===== config.mk =====
export PLATFORM = sky130hd
export DESIGN_NAME = reg_bank_ctrl_flat
export DESIGN_NICKNAME = d
export VERILOG_FILES = /design/src/rtl/reg_bank_ctrl_if.sv /design/src/rtl/reg_bank_ctrl.sv /design/src/flat_wrapper.sv
export SDC_FILE = /design/constraint.sdc
export NUM_CORES = 1
export LEC_CHECK = 0
export CORE_MARGIN = 10
export CORE_UTILIZATION = 39
export CTS_CLUSTER_SIZE = 24
export DETAILED_ROUTE_END_ITERATION = 10
export HOLD_SLACK_MARGIN = 0.06
export PLACE_DENSITY_LB_ADDON = 0.25
export SETUP_SLACK_MARGIN = 0.5
export SLEW_MARGIN = 20
export SYNTH_ARGS = -nofsm -noshare
export SYNTH_HDL_FRONTEND = slang
export SYNTH_SLANG_ARGS = --single-unit

===== constraint.sdc =====
create_clock -name clock -period 2.1 [get_ports clock]
set_clock_uncertainty 0.05 [all_clocks]
set_input_delay 0.525 -clock clock [delete_from_list [all_inputs] [get_ports clock]]
set_output_delay 0.525 -clock clock [all_outputs]
set_load 0.01 [all_outputs]

===== src/rtl/reg_bank_ctrl_if.sv =====
// Instruction handshake bus between an instruction source and reg_bank_ctrl.
// The master offers a micro-instruction and its write operand. The slave
// (the controller) signals when it can accept them.
interface reg_bank_ctrl_if #(
  parameter int DW = 64
);

  logic [15:0]   instr;
  logic [DW-1:0] wdata;
  logic          instr_valid;
  logic          instr_ready;

  modport master (
    output instr,
    output wdata,
    output instr_valid,
    input  instr_ready
  );

  modport slave (
    input  instr,
    input  wdata,
    input  instr_valid,
    output instr_ready
  );

endinterface


===== src/rtl/reg_bank_ctrl.sv =====
// reg_bank_ctrl: sequencer placed directly in front of reg_bank.
// Each accepted micro-instruction (op/half/dst/srcA/srcB) plus a write
// operand is expanded into the strobe sequence that reg_bank expects.
//   NOP   : ND
//   WRITE : W1 -> W2        (regwe held two cycles)
//   READ  : RD -> RV        (enrreg, then result valid)
//   CONST : C1 -> C2 -> RV  (cnst held two cycles, enrreg in the second)
// Data and select outputs come only from the handshake latches. They keep
// their values until the next handshake.
module reg_bank_ctrl #(
  parameter int DW = 64
) (
  input  logic          clock,
  input  logic          reset,
  reg_bank_ctrl_if.slave bus,
  output logic          regwe,
  output logic [DW-1:0] inA,
  output logic [3:0]    selwreg,
  output logic [1:0]    endreg,
  output logic [3:0]    seloutA,
  output logic [3:0]    seloutB,
  output logic          cnstA,
  output logic          cnstB,
  output logic          enrregA,
  output logic          enrregB,
  output logic          res_valid,
  output logic          done
);

  localparam logic [1:0] OP_NOP   = 2'b00;
  localparam logic [1:0] OP_WRITE = 2'b01;
  localparam logic [1:0] OP_READ  = 2'b10;
  localparam logic [1:0] OP_CONST = 2'b11;

  localparam logic [2:0] IDLE = 3'd0;
  localparam logic [2:0] ND   = 3'd1;
  localparam logic [2:0] W1   = 3'd2;
  localparam logic [2:0] W2   = 3'd3;
  localparam logic [2:0] RD   = 3'd4;
  localparam logic [2:0] C1   = 3'd5;
  localparam logic [2:0] C2   = 3'd6;
  localparam logic [2:0] RV   = 3'd7;

  logic [2:0] state;
  logic [2:0] state_nxt;
  logic       hs;

  logic [1:0] instr_op;
  logic [1:0] instr_half;
  logic [3:0] instr_dst;
  logic [3:0] instr_srca;
  logic [3:0] instr_srcb;

  assign instr_op   = bus.instr[15:14];
  assign instr_half = bus.instr[13:12];
  assign instr_dst  = bus.instr[11:8];
  assign instr_srca = bus.instr[7:4];
  assign instr_srcb = bus.instr[3:0];

  // Ready is a pure function of state, so there is no path from valid to ready.
  assign bus.instr_ready = (state == IDLE);
  assign hs              = bus.instr_valid && bus.instr_ready;

  // State register; reset aborts any instruction in flight.
  always_ff @(posedge clock or negedge reset) begin
    if (!reset) begin
      state <= IDLE;
    end else begin
      state <= state_nxt;
    end
  end

  // Next-state decode: the opcode only matters on the handshake edge.
  always_comb begin
    state_nxt = state;
    case (state)
      IDLE: begin
        if (hs) begin
          case (instr_op)
            OP_NOP:   state_nxt = ND;
            OP_WRITE: state_nxt = W1;
            OP_READ:  state_nxt = RD;
            OP_CONST: state_nxt = C1;
            default:  state_nxt = IDLE;
          endcase
        end
      end
      ND:      state_nxt = IDLE;
      W1:      state_nxt = W2;
      W2:      state_nxt = IDLE;
      RD:      state_nxt = RV;
      C1:      state_nxt = C2;
      C2:      state_nxt = RV;
      RV:      state_nxt = IDLE;
      default: state_nxt = IDLE;
    endcase
  end

  // Handshake latches that drive all data/select outputs to reg_bank.
  always_ff @(posedge clock or negedge reset) begin
    if (!reset) begin
      inA     <= '0;
      selwreg <= '0;
      endreg  <= '0;
      seloutA <= '0;
      seloutB <= '0;
    end else if (hs) begin
      inA     <= bus.wdata;
      selwreg <= instr_dst;
      endreg  <= instr_half;
      seloutA <= instr_srca;
      seloutB <= instr_srcb;
    end
  end

  // Moore strobe decode, so strobes drop as soon as reset forces IDLE.
  always_comb begin
    regwe     = 1'b0;
    cnstA     = 1'b0;
    cnstB     = 1'b0;
    enrregA   = 1'b0;
    enrregB   = 1'b0;
    res_valid = 1'b0;
    done      = 1'b0;
    case (state)
      ND: begin
        done = 1'b1;
      end
      W1: begin
        regwe = 1'b1;
      end
      W2: begin
        regwe = 1'b1;
        done  = 1'b1;
      end
      RD: begin
        enrregA = 1'b1;
        enrregB = 1'b1;
      end
      C1: begin
        cnstA = 1'b1;
        cnstB = 1'b1;
      end
      C2: begin
        // Constant select stays up so the output register captures a settled value.
        cnstA   = 1'b1;
        cnstB   = 1'b1;
        enrregA = 1'b1;
        enrregB = 1'b1;
      end
      RV: begin
        res_valid = 1'b1;
        done      = 1'b1;
      end
      default: ;
    endcase
  end

endmodule


===== src/flat_wrapper.sv =====
// flat-port wrapper written by rule: the top's interface ports become plain ports
module reg_bank_ctrl_flat 
#(
  parameter int DW = 64
)
  (clock, reset, regwe, inA, selwreg, endreg, seloutA, seloutB, cnstA, cnstB, enrregA, enrregB, res_valid, done, bus_instr, bus_wdata, bus_instr_valid, bus_instr_ready);
  reg_bank_ctrl_if #(.DW(DW)) bus_i ();
  input  logic clock;
  input  logic reset;
  output logic regwe;
  output logic [DW-1:0] inA;
  output logic [3:0] selwreg;
  output logic [1:0] endreg;
  output logic [3:0] seloutA;
  output logic [3:0] seloutB;
  output logic cnstA;
  output logic cnstB;
  output logic enrregA;
  output logic enrregB;
  output logic res_valid;
  output logic done;
  input wire logic [$bits(bus_i.instr)-1:0] bus_instr;
  input wire logic [$bits(bus_i.wdata)-1:0] bus_wdata;
  input wire logic [$bits(bus_i.instr_valid)-1:0] bus_instr_valid;
  output wire logic [$bits(bus_i.instr_ready)-1:0] bus_instr_ready;
  assign bus_i.instr = bus_instr;
  assign bus_i.wdata = bus_wdata;
  assign bus_i.instr_valid = bus_instr_valid;
  assign bus_instr_ready = bus_i.instr_ready;
  reg_bank_ctrl #(.DW(DW)) u_core (.clock(clock), .reset(reset), .bus(bus_i), .regwe(regwe), .inA(inA), .selwreg(selwreg), .endreg(endreg), .seloutA(seloutA), .seloutB(seloutB), .cnstA(cnstA), .cnstB(cnstB), .enrregA(enrregA), .enrregB(enrregB), .res_valid(res_valid), .done(done));
endmodule

# After elaboration in Yosys (flattened, before gate mapping)
# Index checks and enable logic that the tools add are counted.
[word_totals]
register_bits = 81
in_bits = 83
elab_cells = 32
[op_classes]
eq_ne = 11
muxes = 8
n_reduce_logical = 7
[op_table]
columns = ["cell", "count"]
rows = [
  ["one-hot mux 3 bit (5 select lines)", 1],
  ["equality test 3 bit, second input constant", 4],
  ["one-hot mux 3 bit (4 select lines)", 1],
  ["equality test 3 x 2 -> 1 bit, second input constant", 2],
  ["OR reduction 2 bit", 3],
  ["2-to-1 mux 1 bit", 5],
  ["equality test 2 bit, second input constant", 2],
  ["equality test 3 x 1 -> 1 bit, second input constant", 1],
  ["zero test 3 bit", 1],
  ["2-to-1 mux 3 bit", 1],
  ["OR reduction 3 bit", 1],
  ["equality test 2 x 1 -> 1 bit, second input constant", 1],
  ["zero test 2 bit", 1],
  ["!= test 2 bit, second input constant", 1],
  ["logical AND 1 bit", 1],
]

# Logic depth before layout (Yosys ltp)
[depth]
depth_word = 4
mapped_depth = 5
depth_no_buf = 4

# Worst setup path before layout
# OpenSTA, ideal clock, no wires.
[synth_path]
path_type = "register to register"
startpoint = "register u_core.state[2]"
endpoint = "register u_core.inA[32]"
setup_time_ns = 0.127
arrival_ns = 1.512
slack_ns = 0.411
path_stages_with_launch = 6
cell_sequence = "dfrtp_1 > buf_2 > nor4b_4 > buf_4 > buf_6 > mux2_1"
[synth_via]
elab_chain_len = 2
[synth_lines]
columns = ["item", "line_no", "rtl"]
rows = [
  ["start, declared", "reg_bank_ctrl.sv:44", "logic [2:0] state;"],
  ["start signal, assigned", "reg_bank_ctrl.sv:69", "state <= state_nxt;"],
  ["zero test 3 bit", "reg_bank_ctrl.sv:61", "assign bus.instr_ready = (state == IDLE);"],
  ["logical AND 1 bit", "reg_bank_ctrl.sv:62", "assign hs = bus.instr_valid && bus.instr_ready;"],
  ["end signal, assigned", "reg_bank_ctrl.sv:108", "inA <= bus.wdata;"],
  ["end, declared", "reg_bank_ctrl.sv:17", "output logic [DW-1:0] inA,"],
]
# No other way between the ends.
# A chain may end at the register's enable or synchronous reset.

# Worst setup path in the final report
[layout_path]
startpoint = "register u_core.state[0]"
endpoint = "output port enrregA"
[layout_via]
elab_chain_len = 3
word_cells_on_any_way = 4
cone_classes = "2 x eq/ne; 1 x mux; 1 x reduce/logical"
[layout_lines]
columns = ["item", "line_no", "rtl"]
rows = [
  ["equality test 3 bit", "reg_bank_ctrl.sv:125", "case (state)"],
  ["OR reduction 2 bit (no source line) (*)", "--", ""],
  ["2-to-1 mux 1 bit (*)", "reg_bank_ctrl.sv:125", ""],
  ["end, declared", "flat_wrapper.sv:18", "output logic enrregA;"],
]
# Every way passes the cells marked *; elsewhere a longest branch is shown, timed or not.

==> results.toml <==
[outcome]
status = "complete, no violations"

[placement]
hpwl_mm = 6.85
gp_congestion = 0.737
dp_slack_ps = -26.9
dp_cells = 462
port_buffers = 168

[synthesis]
synth-xor-area-share = 0.00277
synth_seq_area_share = 0.642
synth_seq_cells = 81
syn_nets = 280
syn-instance-count = 194
muxShareOfSynthArea = 0.278
synthSimpleGateAreaFrac = 0.0273
syn_area_um2 = 3160
yosys_warnings = 0
synth_compound_area_frac = 0.00832
syn_area_per_cell_um2 = 16.3
yosysUniqueCellTypes = 22
synthAdderAreaFrac = 0.0119
synth_top_family_by_area = "multiplexers"

[timing]
fin_crit_sh = 0.921
final_hold_viol_count = 0
max_slew.worst_pin.slew_ps = 353
min_period_ps = 1930
fmax_mhz = 517
whs_ps = 438
drv_slew = 0
setup_viol = 0
slew_headroom = 0.765
setup_slack_ps = 166
rsz0062_at_grt = "yes"

[power_and_ir_drop]
power_leakage_nw = 2.44
ir_worst_vdd_mv = 0.695
p_total_mw = 7.85
powerDensity_nw_per_um2 = 1440

[cts]
clk_pin_slew_ps = 80
htree_levels = 3
cts_sinks = 81
cts_tree = "done"
root_buffer = "clkbuf_8"
ctsLongestPathBuffers = 2
numCtsBuffers = 9
clk_latency_ps = 340

[final_layout]
final_cell_mix = "clkdlybuf4s50_1 (81), dfrtp_1 (79), clkdlybuf4s15_1 (46)"
drive_gt1_frac = 0.384
fin_nets = 477
fillers = 572
final_common_cell = "clkdlybuf4s50_1"
n_antenna_cell = 0
area_growth_pct = 73.1
finalNonFillerCells = 498

[worst_hold_path]
hp-class = "reg -> reg"

[drt]
drt_iter0_drc = 44
firstDrtPassIters = 4
vias_per_cell = 4.62
wl_per_cell_um = 18.9
antenna_left = 0
routed_wl_mm = 9.40
vias = 2301
drc_errors = 0

[critical_path]
cp_slowest_stage_delay_ps = 400
critPathArrivalTime_ps = 1360
path_class = "reg -> out"
critPathRequiredTime_ps = 1520
crit_path_frequent_cell = "buf_6"
path_cells = "buf_6 > buf_4 > buf_6 > nor2b_4 > buf_6"
start_kind = "flop"
cp_top_family = "buffers and inverters"
cp_slowest_cell = "dfrtp_1"
crit_path_max_fanout = 3
cp.buffers_inverters = 4
endpoint_kind = "output port"

[global_route]
antenna_found_initial = 0
grt_start_max_net_pins = 38
first_global_vias = 2425
grt_pass1_wl_mm = 13.7
grt_remaining_overflow = 0
grt_usage = 0.152

[floorplanning]
rows = 32
io_pins = 169
dieArea_um2 = 12100
start_util = 0.404
die_y_um = 110
die_x_um = 110
core-area_um2 = 7810

[flow_run]
cap_violations = 0
-- sequential cells by signal (all words and copies together) (netlist names) --
| register | flops |
|---|---|
| u_core.seloutA | 4 |
| u_core.endreg | 2 |
| u_core.inA | 64 |
| u_core.selwreg | 4 |
| u_core.seloutB | 4 |
| u_core.state | 3 |
-- worst register-to-register path: stages (launching register included) --
cell	delay, ps
dfrtp_1	400
buf_6	130
buf_6	110
buf_6	110
nor4b_4	290
buf_6	190
buf_12	130
buf_16	120
mux2_4	290
-- final timing paths --
path | startpoint | end | slack [ps] | cells past startpoint
min in group asynchronous | reset | u_core.inA[26] | 570 | 2
setup reg to reg | u_core.state[0] | u_core.inA[1] | 170 | 8
max in group asynchronous | reset | u_core.inA[12] | 850 | 3
setup / recovery | u_core.state[0] | enrregA | 170 | 5
hold reg to reg | u_core.inA[50] | u_core.inA[50] | 440 | 1
hold / removal | u_core.inA[50] | u_core.inA[50] | 440 | 1
-- cells in the mapped netlist --
library cell | number | area (µm²)
buf_2 | 8 | 40.0
or3b_2 | 1 | 8.76
o21ai_0 | 1 | 5.00
dfrtp_1 | 81 | 2030
buf_4 | 3 | 22.5
o2bb2ai_1 | 1 | 8.76
nor2b_1 | 2 | 12.5
nand2b_1 | 1 | 6.26
inv_1 | 2 | 7.51
nand2_1 | 1 | 3.75
ha_1 | 3 | 37.5
buf_6 | 2 | 22.5
nor4b_4 | 1 | 23.8
a21oi_1 | 1 | 5.00
and3_1 | 1 | 6.26
a211oi_1 | 1 | 7.51
and2_1 | 2 | 12.5
xor2_1 | 1 | 8.76
nor2_1 | 2 | 7.51
mux2_1 | 20 | 225
mux2_2 | 58 | 653
nor3_1 | 1 | 5.00
-- layer usage --
layer / GRT usage / vias to the layer above / wire length, µm
li1: - / 1075 / -
met1: 0.174 / 1110 / 3520
met2: 0.243 / 103 / 4680
met3: 0.0795 / 13 / 1090
met4: 0.0418 / 0 / 102
met5: 0 / - / 0
-- cell type report --
cell class	count	area [µm²]	area share
Clock buffer	11	131	0.0240
Multi-Input combinational cell	98	1140	0.208
Tap cell	102	128	0.0234
Inverter	2	7.51	0.00137
Timing Repair Buffer	199	1970	0.361
Sequential cell	81	2030	0.371
Clock inverter	5	56.3	0.0103
-- what timing repair did --
item | 4_1_cts | 5_1_grt
hold endpoints to repair | 25 | 0
setup buffers | 7 | 7
hold buffers | 1 | 0
endpoints found under the setup margin | 164 | 143
gates cloned | 4 | 1
pin swaps | 2 | 3
resized for setup | 180 | 85
-- where the power goes --
part	switching (mW)	total (mW)	internal, mW
Clock	0.550	1.10	0.549
Combinational	1.56	3.96	2.39
Sequential	0.430	2.80	2.37
Total	2.54	7.85	5.31
-- kinds of logic after synthesis --
logic type      after synthesis
buf+inv                      15
xor+xnor                      1
compound gates                4
flops                        81
simple gates                 12
mux                          78
fa+ha+maj                     3
-- through the flow --
stage | utilization | cell area [µm²] | setup TNS, ps
2_1_floorplan | - | 3170 | 0
3_3_place_gp | 0.643 | 5020 | 0
3_5_place_dp | 0.643 | 5020 | -498
4_1_cts | 0.694 | 5420 | 0
5_1_grt | 0.700 | 5470 | 0
6_report | 0.700 | 5470 | 0
No activity file was read; power rests on OpenSTA's default activity.
